$ cat src/rtl/vu_vxu_banked8_bank_ctrl.sv
`default_nettype none
// ============================================================================
// Module      : vu_vxu_banked8_bank_ctrl
// Description : Per-bank control stage of the banked-8 vector execution unit.
//               Derives local regfile read/write enables, addresses, write-port
//               select and operand-latch enables from the control words moving
//               down the bank chain. Forwards a registered, count-decremented
//               copy to the next bank. Keeps saturating read/write activity
//               counters.
// Ports       : clk, reset            - clock, synchronous active-high reset
//               bank_active           - bank enabled for the current op
//               in_r*/in_w*           - read/write control from previous bank
//               out_r*/out_w*         - registered control to next bank
//               rf_*                  - local regfile controls (rf_roplen is
//                                       registered, the rest combinational)
//               perf_clr              - clear activity counters
//               perf_rd/perf_wr       - saturating local fire counters
// Revision    : 1.0 - initial release
// ============================================================================
module vu_vxu_banked8_bank_ctrl #(
   parameter int BREGLEN_W = 8,
   parameter int BOPL_W    = 2,
   parameter int BWPORT_W  = 3,
   parameter int CNT_W     = 4,
   parameter int PERF_W    = 16
) (
   input  logic                 clk,
   input  logic                 reset,
   input  logic                 bank_active,
   input  logic                 in_ren,
   input  logic [BREGLEN_W-1:0] in_raddr,
   input  logic [CNT_W-1:0]     in_rcnt,
   input  logic [BOPL_W-1:0]    in_roplen,
   input  logic                 in_wen,
   input  logic [BREGLEN_W-1:0] in_waddr,
   input  logic [CNT_W-1:0]     in_wcnt,
   input  logic [BWPORT_W-1:0]  in_wsel,
   output logic                 out_ren,
   output logic [BREGLEN_W-1:0] out_raddr,
   output logic [CNT_W-1:0]     out_rcnt,
   output logic [BOPL_W-1:0]    out_roplen,
   output logic                 out_wen,
   output logic [BREGLEN_W-1:0] out_waddr,
   output logic [CNT_W-1:0]     out_wcnt,
   output logic [BWPORT_W-1:0]  out_wsel,
   output logic                 rf_ren,
   output logic [BREGLEN_W-1:0] rf_raddr,
   output logic [BOPL_W-1:0]    rf_roplen,
   output logic                 rf_wen,
   output logic [BREGLEN_W-1:0] rf_waddr,
   output logic [BWPORT_W-1:0]  rf_wsel,
   input  logic                 perf_clr,
   output logic [PERF_W-1:0]    perf_rd,
   output logic [PERF_W-1:0]    perf_wr
);

   localparam logic [PERF_W-1:0] c_perf_max = {PERF_W{1'b1}};

   logic             w_rfire;
   logic             w_wfire;
   logic [CNT_W-1:0] w_rcnt_nxt;
   logic [CNT_W-1:0] w_wcnt_nxt;

   logic                 r_out_ren;
   logic [BREGLEN_W-1:0] r_out_raddr;
   logic [CNT_W-1:0]     r_out_rcnt;
   logic [BOPL_W-1:0]    r_out_roplen;
   logic                 r_out_wen;
   logic [BREGLEN_W-1:0] r_out_waddr;
   logic [CNT_W-1:0]     r_out_wcnt;
   logic [BWPORT_W-1:0]  r_out_wsel;
   logic [BOPL_W-1:0]    r_rf_roplen;
   logic [PERF_W-1:0]    r_perf_rd;
   logic [PERF_W-1:0]    r_perf_wr;

   // A zero count never fires, so the decrement below cannot underflow.
   assign w_rfire    = in_ren & bank_active & (in_rcnt != '0);
   assign w_wfire    = in_wen & bank_active & (in_wcnt != '0);
   assign w_rcnt_nxt = in_rcnt - CNT_W'(w_rfire);
   assign w_wcnt_nxt = in_wcnt - CNT_W'(w_wfire);

   // Local regfile controls are combinational: zero-cycle enable latency.
   assign rf_ren   = w_rfire;
   assign rf_raddr = in_raddr;
   assign rf_wen   = w_wfire;
   assign rf_waddr = in_waddr;
   assign rf_wsel  = w_wfire ? in_wsel : '0;

   always_ff @(posedge clk) begin
      if (reset) begin
         r_out_ren    <= 1'b0;
         r_out_raddr  <= '0;
         r_out_rcnt   <= '0;
         r_out_roplen <= '0;
         r_out_wen    <= 1'b0;
         r_out_waddr  <= '0;
         r_out_wcnt   <= '0;
         r_out_wsel   <= '0;
         r_rf_roplen  <= '0;
      end else begin
         // Control marches on whether or not this bank consumed an element.
         r_out_ren    <= in_ren & (w_rcnt_nxt != '0);
         r_out_raddr  <= in_raddr;
         r_out_rcnt   <= w_rcnt_nxt;
         r_out_roplen <= in_roplen;
         r_out_wen    <= in_wen & (w_wcnt_nxt != '0);
         r_out_waddr  <= in_waddr;
         r_out_wcnt   <= w_wcnt_nxt;
         r_out_wsel   <= in_wsel;
         // Read data appears one cycle after rf_ren, so latch enables lag too.
         r_rf_roplen  <= w_rfire ? in_roplen : '0;
      end
   end

   always_ff @(posedge clk) begin
      if (reset || perf_clr) begin
         r_perf_rd <= '0;
         r_perf_wr <= '0;
      end else begin
         if (w_rfire && (r_perf_rd != c_perf_max)) begin
            r_perf_rd <= r_perf_rd + 1'b1;
         end
         if (w_wfire && (r_perf_wr != c_perf_max)) begin
            r_perf_wr <= r_perf_wr + 1'b1;
         end
      end
   end

   assign out_ren    = r_out_ren;
   assign out_raddr  = r_out_raddr;
   assign out_rcnt   = r_out_rcnt;
   assign out_roplen = r_out_roplen;
   assign out_wen    = r_out_wen;
   assign out_waddr  = r_out_waddr;
   assign out_wcnt   = r_out_wcnt;
   assign out_wsel   = r_out_wsel;
   assign rf_roplen  = r_rf_roplen;
   assign perf_rd    = r_perf_rd;
   assign perf_wr    = r_perf_wr;

endmodule
`default_nettype wire

$ cat config.mk
export PLATFORM = sky130hd
export DESIGN_NAME = vu_vxu_banked8_bank_ctrl
export DESIGN_NICKNAME = d
export VERILOG_FILES = /design/src/rtl/vu_vxu_banked8_bank_ctrl.sv
export SDC_FILE = /design/constraint.sdc
export NUM_CORES = 1
export LEC_CHECK = 0
export CAP_MARGIN = 30
export CORE_ASPECT_RATIO = 1.75
export CORE_MARGIN = 10
export CORE_UTILIZATION = 46
export CTS_CLUSTER_DIAMETER = 80
export DETAILED_ROUTE_END_ITERATION = 7
export PLACE_DENSITY = 0.95
export SYNTH_ARGS = -nofsm -noshare
export SYNTH_HDL_FRONTEND = slang
export SYNTH_SLANG_ARGS = --single-unit
export TNS_END_PERCENT = 100
$ cat constraint.sdc
create_clock -name clk -period 3.55 [get_ports clk]
set_input_delay 0.355 -clock clk [delete_from_list [all_inputs] [get_ports clk]]
set_output_delay 0.355 -clock clk [all_outputs]
set_load 0.005 [all_outputs]
Yosys cells after proc, flatten, opt, wreduce, memory -nomap -nowiden
Index checks and enable logic that the tools add are counted.
{"block": "totals", "reg_bits": 65, "in_bits": 35, "output_inout_bits": 86, "word_cells": 33}
{"block": "op_classes", "n_addsub": 4, "eq_ne": 2, "muxes": 1, "bitwise_logic": 7, "reduce_logical": 8}
{"operator": "$add A16 B1 Y16 const B", "count": 2}
{"operator": "$ne A16 B16 Y1 const B", "count": 2}
{"operator": "$reduce_bool A4 Y1", "count": 4}
{"operator": "$sub A4 B1 Y4", "count": 2}
{"operator": "$and A1 B1 Y1", "count": 6}
{"operator": "$mux W3", "count": 1}
{"operator": "$logic_and A1 B1 Y1", "count": 2}
{"operator": "$reduce_or A2 Y1", "count": 1}
{"operator": "$logic_or A1 B1 Y1", "count": 1}
{"operator": "$not A1 Y1", "count": 1}

Logic depth before layout (Yosys ltp)
Gate-level depths: netlist of the first run.
{"block": "depth", "ltp_word": 5, "depth_mapped": 9, "ltp_nobuf": 9}

Worst setup path before layout of the first run
Ideal clock, no wire load.
{"block": "synth_timing", "path_kind": "input port to flip-flop", "from": "in in_wcnt[0]", "to": "reg r_out_wen (netlist: out_wen)", "setup_time_ns": 0.091, "t_arrival_ns": 2.170, "required_time_ns": 3.459, "slack_ns": 1.289, "stages": 9, "path_buffers": 0, "cell_sequence": "or4_1 nand2_1 inv_1 ha_1 ha_1 and2_1 a21oi_1 o21ai_0 a311oi_1"}
{"block": "synth_between", "elab_chain_cells": 5}
{"element": "from (decl)", "line": "36", "rtl": "input logic [CNT_W-1:0] in_wcnt,"}
{"element": "$reduce_bool A4 Y1", "line": "78", "rtl": "assign w_wfire = in_wen & bank_active & (in_wcnt != '0);"}
{"element": "$and A1 B1 Y1", "line": "78"}
{"element": "named net rf_wen", "line": "49", "rtl": "output logic rf_wen,"}
{"element": "$sub A4 B1 Y4", "line": "80", "rtl": "assign w_wcnt_nxt = in_wcnt - CNT_W'(w_wfire);"}
{"element": "$reduce_bool A4 Y1", "line": "106", "rtl": "r_out_wen <= in_wen & (w_wcnt_nxt != '0);"}
{"element": "$and A1 B1 Y1", "line": "106"}
{"element": "to (signal assigned)", "line": "106"}
{"element": "to (decl)", "line": "68", "rtl": "logic r_out_wen;"}
The timed path passes the listed nets, and every way through them passes these cells.
A chain may end at the register's enable or synchronous reset.

Worst setup path in the final report of the first run
{"block": "layout_timing", "from": "in in_wcnt[3]", "to": "reg r_out_wen (netlist: out_wen)"}
{"block": "layout_between", "elab_chain_cells": 5}
{"element": "$reduce_bool A4 Y1", "line": "78"}
{"element": "$and A1 B1 Y1", "line": "78"}
{"element": "$sub A4 B1 Y4 (*)", "line": "80"}
{"element": "$reduce_bool A4 Y1 (*)", "line": "106"}
{"element": "$and A1 B1 Y1 (*)", "line": "106"}
Mark *: on every way between the ends. The rest lies on a longest branch, timed or not.

==> out/metrics.cfg, run 1 <==
[final_layout]
filler_cell_count = 465
regArea_um2 = 1300
diodes = 0
final_layout_size_suffix_gt1_share_pct = 5.54
multi_input_area_um2 = 1400
syn_to_final_growth_pct = 47.9
design_area_um2 = 4290
final_nets = 469

[pwr]
swShare_pct = 22.5
seq_power_share_pct = 45.9
pwr-share-comb_pct = 10.8
irDropWorstVdd_uv = 334
p_leak_nw = 1.55
p_sw_mw = 0.372
power_density_nw_per_um2 = 384
cellInternalPower_mw = 1.28
total_power_mw = 1.65
clockPowerShare_pct = 43.3

[worst_hold_path]
hold_path_end = perf_rd[9]
min_path_type = register to register
hold_depth = 2
holdCritStartpoint = perf_rd[9]

[yosys]
synth_enable_flop_cells = 0
yosys.area.top_type = dfxtp_1
synth_seq_area_share_pct = 44.8
synth_cell_types = 40
yosys_most_used_dff = dfxtp_1
synth_area_per_cell_um2 = 9.07
synth_seq_cells = 65
async_flop_share_pct = 0
synthTopCellsByArea = dfxtp_1, nor2b_1, buf_4
yosysTopAreaCellShare_pct = 44.8
syn-cell-area_um2 = 2900
synthesis.nets = 361
synthCells = 320
yosys_warnings = 0

[sta]
tightest_slew_ps = 900
setup_viol = 0
hold_violations = 0
slew_headroom_pct = 39.4
post-route-period-util_pct = 75.1
rsz0062_at_grt = false
fin_worst_skew_ps = 12.7
holdWs_ps = 534
finalWorstSetupSlack_ps = 883
slew_violations = 0
fmax_mhz = 375
fin_crit_ps = 2670
finalSetupTns_ps = 0

[routing]
ant_nets = 0
via_count = 2869
viasPerCell = 5.59
drtPass1Iterations = 4
drt_iter0_markers = 183
route.detailed.drc = 0
drt-wirelength-per-cell_um = 17.1
routed_wl_um = 8780

[global_route]
antenna_found_initial = 0
grt_pass1_wl_um = 13700
grt_max_degree = 35
grt_pass1_vias = 2785
overflow = 0
grt_usage_pct = 16.7

[clocking]
clockRootBuffer = clkbuf_8
cts_tree = done
cts_resized = 0
cts_buffers = 9
clockBufferDepth = 2
cts.clk_slew.worst_paths_ps = 70
clk_latency_ps = 350
post_cts.repair.setup_buffers = 0
postCtsHoldBufs = 0
cts_sinks = 65
htreeDepth = 3

[floorplanning]
rows = 38
die_y_um = 125
coreArea_um2 = 6180
dieArea_um2 = 10000
start_util_pct = 46.9
dieWidth_um = 80.0
io_pins = 121

[setup_path]
crit_type = input pin to register
end_kind = register
reg2regPathDepth = 5
start_kind = input pin
path_cells = clkdlybuf4s50_1 -> or4_1 -> nand2_1 -> inv_1 -> ha_1 -> ha_1 -> and2_1 -> a21oi_1 -> o21ai_0 -> a311oi_1
arrival_ps = 2920
worstPathRequired_ps = 3800
reg2reg_to = perf_wr[12]
r2r_start = perf_wr[0]
rrSetupSlack_ps = 1310
cp_max_fo = 7
cp_slowest_stage_delay_ps = 600
critPathMostFrequentCell = ha_1
slowest_stage = or4_1

[placed_design]
dp_hpwl_um = 6590
io_buffers = 120
place_congestion = 0.863
dp_slack_ps = 569
place_area_um2 = 4060

[flow_run]
max-cap-violations = 0

[outcome]
status = complete, no violations

synth_stat cells, drive strengths merged (2+ instances only):
| library cell | n |
|---|---|
| nor3b | 2 |
| or2 | 2 |
| nor3 | 7 |
| o21ai | 9 |
| and3 | 9 |
| o41ai | 3 |
| inv | 12 |
| a41oi | 2 |
| a211oi | 4 |
| nand2 | 16 |
| o31ai | 9 |
| or4 | 10 |
| a21oi | 21 |
| a311oi | 3 |
| buf | 17 |
| nand4 | 13 |
| nor4 | 9 |
| nand3b | 4 |
| dfxtp | 65 |
| and2 | 5 |
| nand3 | 9 |
| mux2i | 4 |
| nor2b | 21 |
| clkbuf | 8 |
| or3 | 14 |
| nand2b | 2 |
| o311ai | 3 |
| ha | 6 |
| nor2 | 17 |
| xnor2 | 4 |
| and4 | 5 |
power by group through the flow:
stage | clock network, mW | registers (mW) | logic, mW
2_1_floorplan | 0 | 0.777 | 0.0617
5_1_grt | 0.750 | 0.759 | 0.194
6_report | 0.714 | 0.757 | 0.178
3_3_place_gp | 0 | 0.774 | 0.175
4_1_cts | 0.719 | 0.758 | 0.180
3_5_place_dp | 0 | 0.774 | 0.179
logic make-up after synthesis:
| family | count (synthesis) | share of synthesized area (%) |
|---|---|---|
| fa+ha+maj | 6 | 2.59 |
| mux | 4 | 1.38 |
| compound gates | 59 | 13.3 |
| simple gates | 145 | 29.8 |
| xor+xnor | 4 | 1.21 |
| flops | 65 | 44.8 |
| buf+inv | 37 | 6.90 |
sequential cells by signal, summed over array words and instances, names as in the netlist, 3 cells and up:
signal     count
out_raddr      8
out_wcnt       4
out_wsel       3
out_waddr      8
out_rcnt       4
perf_wr       16
perf_rd       16
critical path: cells and delay by family:
family | cells | cell delay [ps]
and+or+nand+nor | 3 | 1000
buffers and inverters | 2 | 620
adders and majority gates | 2 | 470
AOI/OAI and AO/OA | 3 | 450
cell usage in the layout, fill, tap and decap left out, types with 5 or more instances in the layout:
cell type	count
a21oi_1	21
and2_1	5
and3_1	9
and4_1	5
clkbuf_8	10
clkdlybuf4s50_1	120
dfxtp_1	65
ha_1	6
inv_1	12
nand2_1	16
nand3_1	9
nand4_1	13
nor2_1	17
nor2b_1	21
nor3_1	7
nor4_1	7
o21ai_0	9
o31ai_1	9
or3_1	13
or4_1	10
layout make-up:
cell class                      instances  share of cell area (%)
Multi-Input combinational cell        218                    32.6
Inverter                               12                    1.05
Clock inverter                          6                    2.10
Timing Repair Buffer                  122                    28.3
Clock buffer                           10                    3.21
Tap cell                               80                    2.33
Sequential cell                        65                    30.3
worst max-delay path by stage:
stage	start	end	slack [ps]	depth (start not counted)
finish	in_wcnt[3]	out_wen	880	10
global route	in_rcnt[1]	out_ren	700	10
detailed placement	in_rcnt[1]	out_ren	570	10
global placement	in_wcnt[1]	out_wen	720	10
CTS	in_wcnt[1]	rf_wen	910	5
floorplan	in_wcnt[0]	out_wen	1290	9
metrics by stage:
| step | cells | utilization (%) |
|---|---|---|
| floorplan | 320 | - |
| global placement | 497 | 65.7 |
| detailed placement | 497 | 65.7 |
| CTS | 513 | 69.4 |
| global route | 513 | 69.4 |
| finish | 513 | 69.4 |
layer usage:
| layer | wire, um | global-route usage (%) |
|---|---|---|
| met1 | 3300 | 16.6 |
| met2 | 4280 | 27.9 |
| met3 | 960 | 8.32 |
| met4 | 233 | 8.13 |
| met5 | 0 | 0 |
No activity file was read; power rests on OpenSTA's default activity.
==> run 2, diff against run 1 <==
CORE_UTILIZATION = 39   (was 46)
PLACE_DENSITY = 0.89   (was 0.95)
clock period = 2.4 ns   (was 3.55 ns; I/O delays follow)
==> run 2 against run 1 <==
Core utilization decreased by 7.2 points. Setup slack got worse by 760 ps. Sequential share of layout area decreased by 1.4 points. Worst hold slack got worse by 42 ps. Sequential power increased by 48%. Critical path depth decreased by 5. Count of clock-buffer cells in the layout increased by 3. Sequential cell count unchanged. Die area increased by 14%. Clock power increased by 79%. Combinational power increased by 61%. Wire length increased by 4.2%. Largest cell class unchanged. Largest power group is now clock. Highest routed layer unchanged.
==> out/metrics.cfg, run 2 (synthesized netlist as in run 1, its figures left out) <==
[outcome]
status = complete, no violations  ; unchanged

[setup_path]
crit_type = input pin to primary output  ; was input pin to register
critPathMostFrequentCell = clkdlybuf4s50_1  ; was ha_1
start_kind = input pin  ; unchanged
arrival_ps = 2040  ; was 2920 ps
end_kind = primary output  ; was register
critical_path.top_delay_family = buffers and inverters  ; was simple AND/OR/NAND/NOR gates
path_cells = clkdlybuf4s50_1 -> or4_1 -> buf_4 -> and3_1 -> clkdlybuf4s50_1  ; was clkdlybuf4s50_1 -> or4_1 -> nand2_1 -> inv_1 -> ha_1 -> ha_1 -> and2_1 -> a21oi_1 -> o21ai_0 -> a311oi_1
worstPathRequired_ps = 2160  ; was 3800 ps
cp_max_fo = 4  ; was 7
slowest_stage = or4_1  ; unchanged
cp_slowest_stage_delay_ps = 560  ; was 600 ps
cp.buffers_inverters = 3  ; was 2

[floorplanning]
coreArea_um2 = 7230  ; was 6180 um^2
io_pins = 121  ; unchanged
rows = 41  ; was 38
start_util_pct = 40.1  ; was 46.9%
dieWidth_um = 85.2  ; was 80.0 um
die_y_um = 134  ; was 125 um
dieArea_um2 = 11400  ; was 10000 um^2

[pwr]
power_density_nw_per_um2 = 596  ; was 384 nW/um^2
total_power_mw = 2.68  ; was 1.65 mW
irDropWorstVdd_uv = 494  ; was 334 uV
p_leak_nw = 1.67  ; was 1.55 nW

[sta]
tightest_slew_ps = 917  ; was 900 ps
rsz0062_at_grt = false  ; unchanged
hold_violations = 0  ; unchanged
fin_crit_ps = 2280
setup_viol = 0  ; unchanged
post-route-period-util_pct = 94.9
finalSetupTns_ps = 0  ; unchanged
slew_violations = 0  ; unchanged
holdWs_ps = 492  ; was 534 ps
slew_headroom_pct = 38.3  ; was 39.4%
fmax_mhz = 439
fin_worst_skew_ps = 2.70  ; was 12.7 ps

[final_layout]
mostFrequentLayoutCells = clkdlybuf4s50_1, dfxtp_1, a21oi_1, nor2b_1, buf_4  ; was clkdlybuf4s50_1, dfxtp_1, a21oi_1, nor2b_1, nor2_1
final_layout_size_suffix_gt1_share_pct = 8.85  ; was 5.54%
filler_cell_count = 629  ; was 465
final_nets = 488  ; was 469
final_common_cell = clkdlybuf4s50_1  ; unchanged
syn_to_final_growth_pct = 55.2  ; was 47.9%
diodes = 0  ; unchanged
post-route-util_pct = 62.3  ; was 69.4%

[clocking]
post_cts.repair.setup_buffers = 0  ; unchanged
htreeDepth = 3  ; unchanged
postCtsHoldBufs = 0  ; unchanged
clockRootBuffer = clkbuf_16  ; was clkbuf_8
cts_buffers = 9  ; unchanged
cts_tree = done  ; unchanged
clockBufferDepth = 2  ; unchanged
clk_latency_ps = 330  ; was 350 ps
cts_resized = 0  ; unchanged
cts.clk_slew.worst_paths_ps = 50  ; was 70 ps
cts_sinks = 65  ; unchanged

[global_route]
overflow = 0  ; unchanged
antenna_found_initial = 0  ; unchanged
grt_max_degree = 38  ; was 35
grt_pass1_wl_um = 14900  ; was 13700 um
grt_pass1_vias = 3072  ; was 2785
grt_usage_pct = 15.8  ; was 16.7%

[placed_design]
place_congestion = 0.804  ; was 0.863
io_buffers = 120  ; unchanged
dp_hpwl_um = 7040  ; was 6590 um

[routing]
drtPass1Iterations = 4  ; unchanged
routed_wl_um = 9150  ; was 8780 um
via_count = 2996  ; was 2869
route.detailed.drc = 0  ; unchanged
drt-wirelength-per-cell_um = 17.0  ; was 17.1 um
viasPerCell = 5.57  ; was 5.59
drt_iter0_markers = 99  ; was 183
ant_nets = 0  ; unchanged

[flow_run]
max-cap-violations = 0  ; unchanged

[worst_hold_path]
min_path_type = input pin to register  ; was register to register

==> run 2: cell count changes in the layout (fill, tap and decap cells not counted), sizes merged <==
cell,delta
bufinv,-1
inv,-1
buf,+19
clkbuf,+3
clkinvlp,-1
==> run 2: path summary, 6_finish.rpt <==
kind / startpoint / to / slack, ps / cells after the start
setup / recovery: in_wcnt[1] / rf_wsel[1] / 120 / 5
hold / removal: in_wsel[2] / out_wsel[2] / 490 / 2
setup reg to reg: perf_wr[0] / perf_wr[12] / 210 / 5
hold reg to reg: perf_rd[10] / perf_rd[10] / 520 / 2
==> run 2: report_power, final <==
part / internal [mW] / switching, mW / total [mW] / leakage, nW
Combinational: 0.179 / 0.107 / 0.286 / 0.997
Clock: 0.829 / 0.447 / 1.28 / 0.144
Sequential: 1.11 / 0.00994 / 1.12 / 0.532
==> run 2: layout make-up <==
| class | instances | area, um^2 | share of cell area [%] |
|---|---|---|---|
| well taps | 86 | 108 | 2.39 |
| clock buffers | 13 | 250 | 5.56 |
| flip-flops and latches | 65 | 1300 | 28.9 |
| inverters | 12 | 45.0 | 1.00 |
| clock inverters | 3 | 40.0 | 0.889 |
| multi-input cells | 218 | 1400 | 31.1 |
| repair buffers | 141 | 1360 | 30.2 |
==> run 2: through the flow <==
stage	instances	area, um^2	setup WS [ps]
finish	538	4500	123
floorplan	320	2900	254
CTS	538	4500	109
global route	538	4500	11.5
global placement	522	4210	-16.4
detailed placement	522	4210	-182
==> run 2: layer usage <==
layer / part of all wire, % / GRT usage (%) / vias to the layer above
met5: 0 / 0 / -
met2: 53 / 28.8 / 135
met3: 9.1 / 6.00 / 16
li1: - / - / 1425
met4: 2.4 / 8.64 / 0
met1: 36 / 14.5 / 1420
==> run 3, diff against run 2 <==
ABC_AREA = 1   (was default)
CORE_MARGIN = default   (was 10)
CORE_UTILIZATION = 40   (was 39)
GPL_ROUTABILITY_DRIVEN = 0   (was default)
==> run 3 against run 2 <==
Combinational power fell by 2%. Largest power group unchanged. Area after synthesis is 7.9% higher. First-iteration DRC count up 66%. Cell count up 23%. Register-to-register slack improved by 430 ps. Count of clock-buffer cells in the layout is 1 lower. Fmax grew 13%. Die area decreased by 28%. Clock power is essentially flat. Synthesized cell count grew 44%. Cell area grew 2.3%. Worst hold slack lost 43 ps.
==> out/metrics.cfg, run 3 <==
[final_layout]
final_layout_size_suffix_gt1_share_pct = 8.35  ; was 8.85%
final_common_cell = clkdlybuf4s50_1  ; unchanged
fin_cells = 663  ; was 538
filler_cell_count = 704  ; was 629
diodes = 0  ; unchanged
design_area_um2 = 4610  ; was 4500 um^2
post-route-util_pct = 60.9  ; was 62.3%
syn_to_final_growth_pct = 47.2  ; was 55.2%
final_nets = 612  ; was 488
mostFrequentLayoutCells = clkdlybuf4s50_1, nor2_1, nand2_1  ; was clkdlybuf4s50_1, dfxtp_1, a21oi_1, nor2b_1, buf_4

[sta]
hold_violations = 0  ; unchanged
fin_worst_skew_ps = 4.01  ; was 2.70 ps
fmax_mhz = 497  ; was 439 MHz
rsz0062_at_grt = false  ; unchanged
tightest_slew_ps = 406  ; was 917 ps
finalWorstSetupSlack_ps = 387  ; was 123 ps
setup_viol = 0  ; unchanged
slew_headroom_pct = 72.8  ; was 38.3%
holdWs_ps = 449  ; was 492 ps
post-route-period-util_pct = 83.9  ; was 94.9%
slew_violations = 0  ; unchanged
fin_crit_ps = 2010  ; was 2280 ps
finalSetupTns_ps = 0  ; unchanged

[setup_path]
cp_max_fo = 9  ; was 4
critical_path.top_delay_family = buffers and inverters  ; unchanged
slowest_stage = clkdlybuf4s50_1  ; was or4_1
crit_type = input pin to primary output  ; unchanged
end_kind = primary output  ; unchanged
start_kind = input pin  ; unchanged
cp_slowest_stage_delay_ps = 510  ; was 560 ps
cp.depth = 7  ; was 5
reg2regPathDepth = 8  ; was 5
critPathMostFrequentCell = clkdlybuf4s50_1  ; unchanged
path_cells = clkdlybuf4s50_1 -> nand2_1 -> inv_1 -> nand2_2 -> buf_4 -> nor2_1 -> clkdlybuf4s50_1  ; was clkdlybuf4s50_1 -> or4_1 -> buf_4 -> and3_1 -> clkdlybuf4s50_1
cp.buffers_inverters = 4  ; was 3
arrival_ps = 1770  ; was 2040 ps
worstPathRequired_ps = 2160  ; about the same

[floorplanning]
rows = 42  ; was 41
dieArea_um2 = 8200  ; was 11400 um^2
io_pins = 121  ; unchanged
coreArea_um2 = 7570  ; was 7230 um^2
dieWidth_um = 68.9  ; was 85.2 um
die_y_um = 119  ; was 134 um
start_util_pct = 41.4  ; was 40.1%

[placed_design]
place_area_um2 = 4310  ; was 4210 um^2
dp_slack_ps = 237  ; was -182 ps
dp_hpwl_um = 6430  ; was 7040 um
dp.cells = 648  ; was 522
io_buffers = 120  ; unchanged

[yosys]
yosys.area.top_type = dfxtp_1  ; unchanged
synthesis.nets = 501  ; was 361
synthTopCellsByArea = dfxtp_1, nor2_1, nand2_1  ; was dfxtp_1, nor2b_1, buf_4
synth_cell_types = 26  ; was 40
synth_enable_flop_cells = 0  ; unchanged
yosysTopAreaCellShare_pct = 41.6  ; was 44.8%
syn-cell-area_um2 = 3130  ; was 2900 um^2
yosysMostFrequentCell = nor2_1  ; was dfxtp_1
synthCells = 460  ; was 320
yosys_warnings = 0  ; unchanged
synth_area_per_cell_um2 = 6.81  ; was 9.07 um^2
synth_common_cells = nor2_1, nand2_1, dfxtp_1  ; was dfxtp_1, a21oi_1, nor2b_1
yosys_most_used_dff = dfxtp_1  ; unchanged
synth_seq_area_share_pct = 41.6  ; was 44.8%
synth_seq_cells = 65  ; unchanged
async_flop_share_pct = 0  ; unchanged

[clocking]
post_cts.repair.setup_buffers = 0  ; unchanged
cts_tree = done  ; unchanged
cts.clk_slew.worst_paths_ps = 50  ; about the same
htreeDepth = 3  ; unchanged
clk_latency_ps = 330  ; about the same
cts_resized = 0  ; unchanged
cts_buffers = 9  ; unchanged
postCtsHoldBufs = 0  ; unchanged
clockRootBuffer = clkbuf_16  ; unchanged
clockBufferDepth = 2  ; unchanged
cts_sinks = 65  ; unchanged

[routing]
viasPerCell = 4.88  ; was 5.57
drt-wirelength-per-cell_um = 12.6  ; was 17.0 um
route.detailed.drc = 0  ; unchanged
via_count = 3233  ; was 2996
drtPass1Iterations = 4  ; unchanged
routed_wl_um = 8370  ; was 9150 um
drt_iter0_markers = 164  ; was 99
ant_nets = 0  ; unchanged

[outcome]
status = complete, no violations  ; unchanged

[flow_run]
max-cap-violations = 0  ; unchanged

[pwr]
p_leak_nw = 1.89  ; was 1.67 nW
total_power_mw = 2.71  ; was 2.68 mW
power_density_nw_per_um2 = 587  ; was 596 nW/um^2
irDropWorstVdd_uv = 544  ; was 494 uV

[global_route]
overflow = 0  ; unchanged
grt_pass1_wl_um = 13800  ; was 14900 um
grt_max_degree = 34  ; was 38
grt_usage_pct = 22.2  ; was 15.8%
grt_pass1_vias = 3238  ; was 3072
antenna_found_initial = 0  ; unchanged

[worst_hold_path]
min_path_type = input pin to register  ; unchanged
hold_depth = 3  ; was 2

[run 3: routing by layer]
layer | vias up | share of wire [%] | GRT usage [%] | wire, um
met1 | 1448 | 35 | 21.4 | 2910
li1 | 1624 | - | - | -
met5 | - | 0 | 0 | 0
met3 | 36 | 6.7 | 7.95 | 563
met2 | 125 | 53 | 37.4 | 4460
met4 | 0 | 5.3 | 14.9 | 442
[run 3: area by class of cell]
class | count | area [um^2] | share of cell area [%]
timing repair buffer | 124 | 1230 | 26.7
multi-input combinational | 308 | 1430 | 31.1
clock buffer | 12 | 256 | 5.57
clock inverter | 3 | 40.0 | 0.869
sequential | 65 | 1300 | 28.2
tap | 88 | 110 | 2.39
inverter | 63 | 236 | 5.13
[run 3: power breakdown]
part	switching, mW	internal [mW]	total (mW)
sequential	0.0132	1.12	1.13
combinational	0.113	0.167	0.280
clock	0.447	0.850	1.30
total	0.573	2.13	2.71
[run 3: tightest hold or removal path, cell delays in order]
cell	delay, ps
clkdlybuf4s50_1	390
inv_1	60
nor2_1	40
[run 3: kinds of logic after synthesis]
| logic type | share of synthesized area (%) |
|---|---|
| AO/OA/AOI/OAI | 5.36 |
| XOR/XNOR | 1.40 |
| adder cells (fa/ha/maj) | 2.40 |
| buffers and inverters | 12.7 |
| flip-flops | 41.6 |
| AND/OR/NAND/NOR | 36.6 |
[run 3: worst paths after layout]
check / from / to / slack (ps)
min reg2reg: perf_wr[9] / perf_wr[9] / 530
min: in_wsel[2] / out_wsel[2] / 450
max: bank_active / rf_wsel[0] / 390
max reg2reg: perf_wr[0] / perf_wr[12] / 640
